File: config.mk
export PLATFORM = sky130hd
export DESIGN_NAME = alu_regfile_mc
export DESIGN_NICKNAME = d
export VERILOG_FILES = /design/src/rtl/alu_regfile_mc.sv
export SDC_FILE = /design/constraint.sdc
export NUM_CORES = 1
export LEC_CHECK = 0
export ABC_AREA = 1
export CAP_MARGIN = 20
export CORE_UTILIZATION = 35
export CTS_CLUSTER_SIZE = 14
export DETAILED_ROUTE_END_ITERATION = 10
export PLACE_DENSITY_LB_ADDON = 0.15
export SYNTH_ARGS = -nofsm -noshare
export SYNTH_HDL_FRONTEND = slang
export SYNTH_SLANG_ARGS = --single-unit
File: constraint.sdc
create_clock -name clk -period 2.2 [get_ports clk]
set_input_delay 0.55 -clock clk [delete_from_list [all_inputs] [get_ports clk]]
set_output_delay 0.55 -clock clk [all_outputs]
set_load 0.03 [all_outputs]
File: src/rtl/alu_regfile_mc.sv
// alu_regfile_mc: multi-cycle ALU (iterative shift-add multiply, single-cycle
// for everything else) with an NREGS-entry result register file and an
// independent combinational read port.
module alu_regfile_mc #(
  parameter int WIDTH = 4,
  parameter int NREGS = 4,
  parameter int AW    = $clog2(NREGS)
) (
  input  logic                 clk,
  input  logic                 reset,
  input  logic                 start,
  input  logic [WIDTH-1:0]     a,
  input  logic [WIDTH-1:0]     b,
  input  logic [2:0]           ctrl,
  input  logic                 reg_write,
  input  logic [AW-1:0]        reg_addr,
  input  logic [AW-1:0]        rd_addr,
  output logic [2*WIDTH-1:0]   y,
  output logic                 c,
  output logic                 busy,
  output logic                 done,
  output logic [2*WIDTH-1:0]   reg_data
);

  localparam int CW = $clog2(WIDTH + 1);

  localparam logic [2:0] OP_ADD = 3'b000;
  localparam logic [2:0] OP_SUB = 3'b001;
  localparam logic [2:0] OP_AND = 3'b010;
  localparam logic [2:0] OP_OR  = 3'b011;
  localparam logic [2:0] OP_XOR = 3'b100;
  localparam logic [2:0] OP_MUL = 3'b101;
  localparam logic [2:0] OP_SHL = 3'b110;
  localparam logic [2:0] OP_SHR = 3'b111;

  typedef enum logic [1:0] {
    IDLE = 2'd0,
    EXEC = 2'd1,
    DONE = 2'd2
  } state_t;

  state_t                 state_reg;
  logic [WIDTH-1:0]       a_reg;
  logic [WIDTH-1:0]       b_reg;
  logic [2:0]             op_reg;
  logic                   we_reg;
  logic [AW-1:0]          waddr_reg;
  logic [2*WIDTH-1:0]     y_reg;
  logic                   c_reg;
  logic                   done_reg;

  // Shift-add multiplier state: accumulator, left-shifting multiplicand,
  // right-shifting multiplier and remaining-bit counter.
  logic [2*WIDTH-1:0]     acc_reg;
  logic [2*WIDTH-1:0]     mcand_reg;
  logic [WIDTH-1:0]       mplier_reg;
  logic [CW-1:0]          cnt_reg;

  logic [2*WIDTH-1:0]     regs [NREGS];

  logic [WIDTH:0]         sum;
  logic [WIDTH-1:0]       diff_lo;
  logic [2*WIDTH-1:0]     a_ext;
  logic [2*WIDTH-1:0]     acc_next;
  logic [2*WIDTH-1:0]     result;
  logic                   carry;
  logic                   finish;
  logic                   wr_en;

  // Result datapath working from the latched operands; for MUL the result is
  // the accumulator after adding in the current multiplier bit.
  always_comb begin
    sum      = {1'b0, a_reg} + {1'b0, b_reg};
    diff_lo  = a_reg - b_reg;
    a_ext    = {{WIDTH{1'b0}}, a_reg};
    acc_next = acc_reg + (mplier_reg[0] ? mcand_reg : '0);
    result   = '0;
    carry    = 1'b0;
    case (op_reg)
      OP_ADD: begin
        result = {{(WIDTH-1){1'b0}}, sum};
        carry  = sum[WIDTH];
      end
      OP_SUB: begin
        result = {{WIDTH{1'b0}}, diff_lo};
        carry  = (a_reg < b_reg);
      end
      OP_AND: result = {{WIDTH{1'b0}}, a_reg & b_reg};
      OP_OR:  result = {{WIDTH{1'b0}}, a_reg | b_reg};
      OP_XOR: result = {{WIDTH{1'b0}}, a_reg ^ b_reg};
      OP_MUL: result = acc_next;
      OP_SHL: result = a_ext << b_reg;
      OP_SHR: result = a_ext >> b_reg;
      default: result = '0;
    endcase
    finish = (op_reg != OP_MUL) || (cnt_reg == CW'(1));
    wr_en  = (state_reg == EXEC) && finish && we_reg;
  end

  // Control FSM: latch request in IDLE, iterate in EXEC, pulse done in DONE.
  always_ff @(posedge clk or negedge reset) begin
    if (!reset) begin
      state_reg  <= IDLE;
      a_reg      <= '0;
      b_reg      <= '0;
      op_reg     <= OP_ADD;
      we_reg     <= 1'b0;
      waddr_reg  <= '0;
      y_reg      <= '0;
      c_reg      <= 1'b0;
      done_reg   <= 1'b0;
      acc_reg    <= '0;
      mcand_reg  <= '0;
      mplier_reg <= '0;
      cnt_reg    <= '0;
    end else begin
      case (state_reg)
        IDLE: begin
          done_reg <= 1'b0;
          if (start) begin
            a_reg      <= a;
            b_reg      <= b;
            op_reg     <= ctrl;
            we_reg     <= reg_write;
            waddr_reg  <= reg_addr;
            acc_reg    <= '0;
            mcand_reg  <= {{WIDTH{1'b0}}, a};
            mplier_reg <= b;
            cnt_reg    <= CW'(WIDTH);
            state_reg  <= EXEC;
          end
        end
        EXEC: begin
          if (op_reg == OP_MUL) begin
            acc_reg    <= acc_next;
            mcand_reg  <= mcand_reg << 1;
            mplier_reg <= mplier_reg >> 1;
            cnt_reg    <= cnt_reg - CW'(1);
          end
          if (finish) begin
            y_reg     <= result;
            c_reg     <= carry;
            done_reg  <= 1'b1;
            state_reg <= DONE;
          end
        end
        DONE: begin
          done_reg  <= 1'b0;
          state_reg <= IDLE;
        end
        default: begin
          done_reg  <= 1'b0;
          state_reg <= IDLE;
        end
      endcase
    end
  end

  // Register file: written with the final result on the edge that enters DONE.
  always_ff @(posedge clk or negedge reset) begin
    if (!reset) begin
      for (int i = 0; i < NREGS; i++) begin
        regs[i] <= '0;
      end
    end else if (wr_en) begin
      regs[waddr_reg] <= result;
    end
  end

  assign y        = y_reg;
  assign c        = c_reg;
  assign done     = done_reg;
  assign busy     = (state_reg != IDLE);
  assign reg_data = regs[rd_addr];

endmodule

==> run_results.csv <==
group,metric,value,unit
outcome,status,"completed",
final_layout,largest_reg_flops,32,
pwr,ir_worst_vdd,625,uV
cts,cts_buffer_depth,2,
synthesis,synth_edf_count,0,
timing,min_period,2.10,ns
cts,cts_hold_buf,0,
grt,gr-total-overflow,0,
placement,dpl.hpwl,9.39,mm
cts,htree_levels,3,
detailed_routing,routedWlPerCell,14.6,um
placement,dpl.cell_count,835,
worst_setup_path,crit-reg2reg-launch,"a_reg[0]",
detailed_routing,totalWireLength,12.4,mm
final_layout,diodes,0,
floorplanning,start_util,36.2,%
final_layout,design_area,5800,sq um
cts,clock-sinks,81,
detailed_routing,drc,0,
hold_path,timing.hold.worst.class,"in2async",
detailed_routing,met1Wirelength,5.97,mm
worst_setup_path,worstPathArrival,1.55,ns
detailed_routing,wl_met2,5.91,mm
timing,finalCritPeriodShare,95.5,%
synthesis,synth_fa_ha_area_share,7.28,%
synthesis,synth_top_cell_by_area,"dfrtp_1",
final_layout,drive_above_1_share,14.7,%
synthesis,synthFlopType,"dfrtp_1",
floorplanning,ioPinCount,38,
detailed_routing,firstDrtPassIters,4,
final_layout,areaGrowthSynthToFinish,25.9,%
grt,grt_pass1_vias,4073,
timing,finClkSkew,0.00839,ns
floorplanning,row_count,41,
synthesis,synth_cell_types,34,
worst_setup_path,cp-end-kind,"output pin",
grt,antenna_found_initial,0,
floorplanning,coreArea,12700,sq um
timing,setup_violations,0,
timing,fmax,476,MHz
cts,worst_skew_pair.late_latency,0.35,ns
cts,cts_tree,"built",
placement,placed_cell_area,5410,sq um
synthesis,synthCells,600,
synthesis,synth_top_area_share,44.0,%
detailed_routing,ant_nets,0,
detailed_routing,viasPerCell,4.96,
timing,drv_slew,0,
timing,worstMarginPinSlew,0.500,ns
floorplanning,dieArea,13600,sq um
synthesis,ys_top_cells_by_count,"nand2_1 (219), dfrtp_1 (81), inv_1 (58), nand3_1 (46), o21ai_0 (43)",
worst_setup_path,crit_path_start_kind,"flop",
timing,max_slew_margin,66.5,%
detailed_routing,wl_met3,439,um
synthesis,yosysWarnings,0,
synthesis,ys_seq_area_share,44.0,%
worst_setup_path,setup.worst_path.class,"reg2out",
synthesis,synth.most_common_cell,"nand2_1",
synthesis,muxShareOfSynthArea,0,%
grt,grt_pass1_wl,20.6,mm
synthesis,syn_nets,644,
synthesis,async_reset_ff_share,100,%
detailed_routing,highest_layer,"met4",
cts,clock-root-buffer,"clkbuf_16",
cts,clkTransAtPathRegs,0.06,ns
final_layout,fin_cells,852,
final_layout,largest_register,"regs",
worst_setup_path,required,1.65,ns
detailed_routing,vias,4230,
placement,gp_congestion,0.885,
synthesis,synth_area,4610,sq um
pwr,power_density,1350,nW/um^2
floorplanning,die_h,117,um
synthesis,yosys_register_bits,81,
synthesis,synth_top_family_by_area,"simple AND/OR/NAND/NOR gates",
grt,grt_max_degree,35,
pwr,power_leakage,2.99,nW
synthesis,avgSynthCellArea,7.68,sq um
job,maxCapViolCount,0,
worst_setup_path,cp_max_fo,2,
final_layout,nets,719,
synthesis,synthSimpleGateAreaFrac,29.8,%
final_layout,nFillCells,1345,
cts,tritoncts.num_buffers,9,
worst_setup_path,r2r_cells,11,
floorplanning,die_w,117,um
detailed_routing,drt-initial-drc-count,240,
placement,io_buffers,37,
synthesis,synth.area.top_cells,"dfrtp_1 (44%), nand2_1 (18%), ha_1 (6.0%)",
synthesis,synth-xor-area-share,0.570,%
worst_setup_path,crit_start,"state_reg[1]",
timing,grt_setup_unrepaired,"yes",
synthesis,synth_compound_area_share,11.6,%
grt,grt_use_total,20.3,%
timing,hold_viol,0,
## worst max-delay path: stages (launching register included)
cell and delay, ns:
dfrtp_1 0.41, nor2_1 0.16, inv_1 0.06, clkdlybuf4s50_1 0.59
## routing by layer
layer,track usage [%],vias to the layer above
met5,0,-
met4,8.02,0
met3,3.94,7
met2,32.8,87
met1,26.7,2030
li1,-,2106
## cells by family (layout without fill, tap and decap cells)
group,Yosys count,in the layout
DFF,81,81
AOI/OAI and AO/OA,96,96
buffers and inverters,78,158
adders and majority gates,25,25
xor gates and xnor gates,3,3
and+or+nand+nor,317,317
## stage by stage
stage / setup WS (ns) / hold WS (ns) / total power [mW] / TNS, ns / util (%)
2_1_floorplan: 0.130 / 0.254 / 4.69 / 0 / -
3_3_place_gp: -0.0646 / 0.464 / 6.11 / -0.333 / 42.5
3_5_place_dp: -0.0843 / 0.467 / 6.15 / -0.332 / 42.5
4_1_cts: 0.0184 / 0.173 / 7.74 / 0 / 45.0
5_1_grt: -0.0225 / 0.193 / 8.46 / -0.0480 / 45.6
6_report: 0.0992 / 0.158 / 7.81 / 0 / 45.6
## power breakdown
part	switching (mW)	internal, mW	leakage, nW
clock	0.620	0.913	0.147
combinational	2.41	1.45	1.78
sequential	0.415	2.00	1.06
total	3.45	4.36	2.99
## path summary, 6_finish.rpt
| kind | end | slack, ns |
|---|---|---|
| max in group asynchronous | mplier_reg[0] | 1.39 |
| min | regs[5] | 0.16 |
| max | busy | 0.1 |
| min reg2reg | y[2] | 0.48 |
| min in group clk | y[2] | 0.48 |
| max reg2reg | regs[1] | 0.11 |
## final cells by class
| type | count | area, sq um | share of cell area (%) |
|---|---|---|---|
| inverters | 68 | 265 | 4.57 |
| well taps | 172 | 215 | 3.71 |
| repair buffers | 74 | 643 | 11.1 |
| flip-flops and latches | 81 | 2030 | 35.0 |
| clock buffers | 12 | 246 | 4.25 |
| multi-input cells | 441 | 2350 | 40.5 |
| clock inverters | 4 | 52.6 | 0.906 |
## cells in the final DEF (no fill, tap or decap), types with 2 or more instances in the layout
| master | synthesis | final |
|---|---|---|
| buf_6 | 0 | 2 |
| nand2_1 | 219 | 215 |
| o22ai_1 | 16 | 16 |
| o21ai_1 | 7 | 8 |
| nor2_4 | 3 | 3 |
| o21ai_0 | 43 | 42 |
| a21oi_2 | 1 | 2 |
| inv_1 | 58 | 57 |
| fa_1 | 3 | 2 |
| dfrtp_1 | 81 | 79 |
| inv_4 | 4 | 4 |
| nand3b_1 | 2 | 2 |
| nor3_4 | 4 | 4 |
| clkbuf_16 | 0 | 9 |
| xor2_1 | 3 | 3 |
| clkbuf_1 | 5 | 2 |
| a21oi_1 | 17 | 16 |
| a31oi_1 | 2 | 2 |
| nand3_2 | 0 | 3 |
| nand3_1 | 46 | 42 |
| clkinv_4 | 0 | 2 |
| inv_2 | 4 | 5 |
| clkinv_1 | 2 | 2 |
| nand3_4 | 1 | 2 |
| nand2_2 | 1 | 5 |
| ha_4 | 0 | 2 |
| dfrtp_2 | 0 | 2 |
| clkdlybuf4s50_1 | 0 | 26 |
| o211ai_1 | 6 | 6 |
| dlygate4sd2_1 | 0 | 2 |
| nand4_1 | 4 | 4 |
| ha_1 | 22 | 19 |
| nor2_2 | 2 | 3 |
| nor2_1 | 30 | 29 |
| buf_4 | 0 | 43 |
| a32o_1 | 2 | 2 |
## what timing repair did
item                       4_1_cts  5_1_grt
pin swaps                        1        5
setup buffers                    0        1
resized for setup                7       19
setup endpoints to repair       19       25
Note: power is estimated with default switching activity, not from simulation.
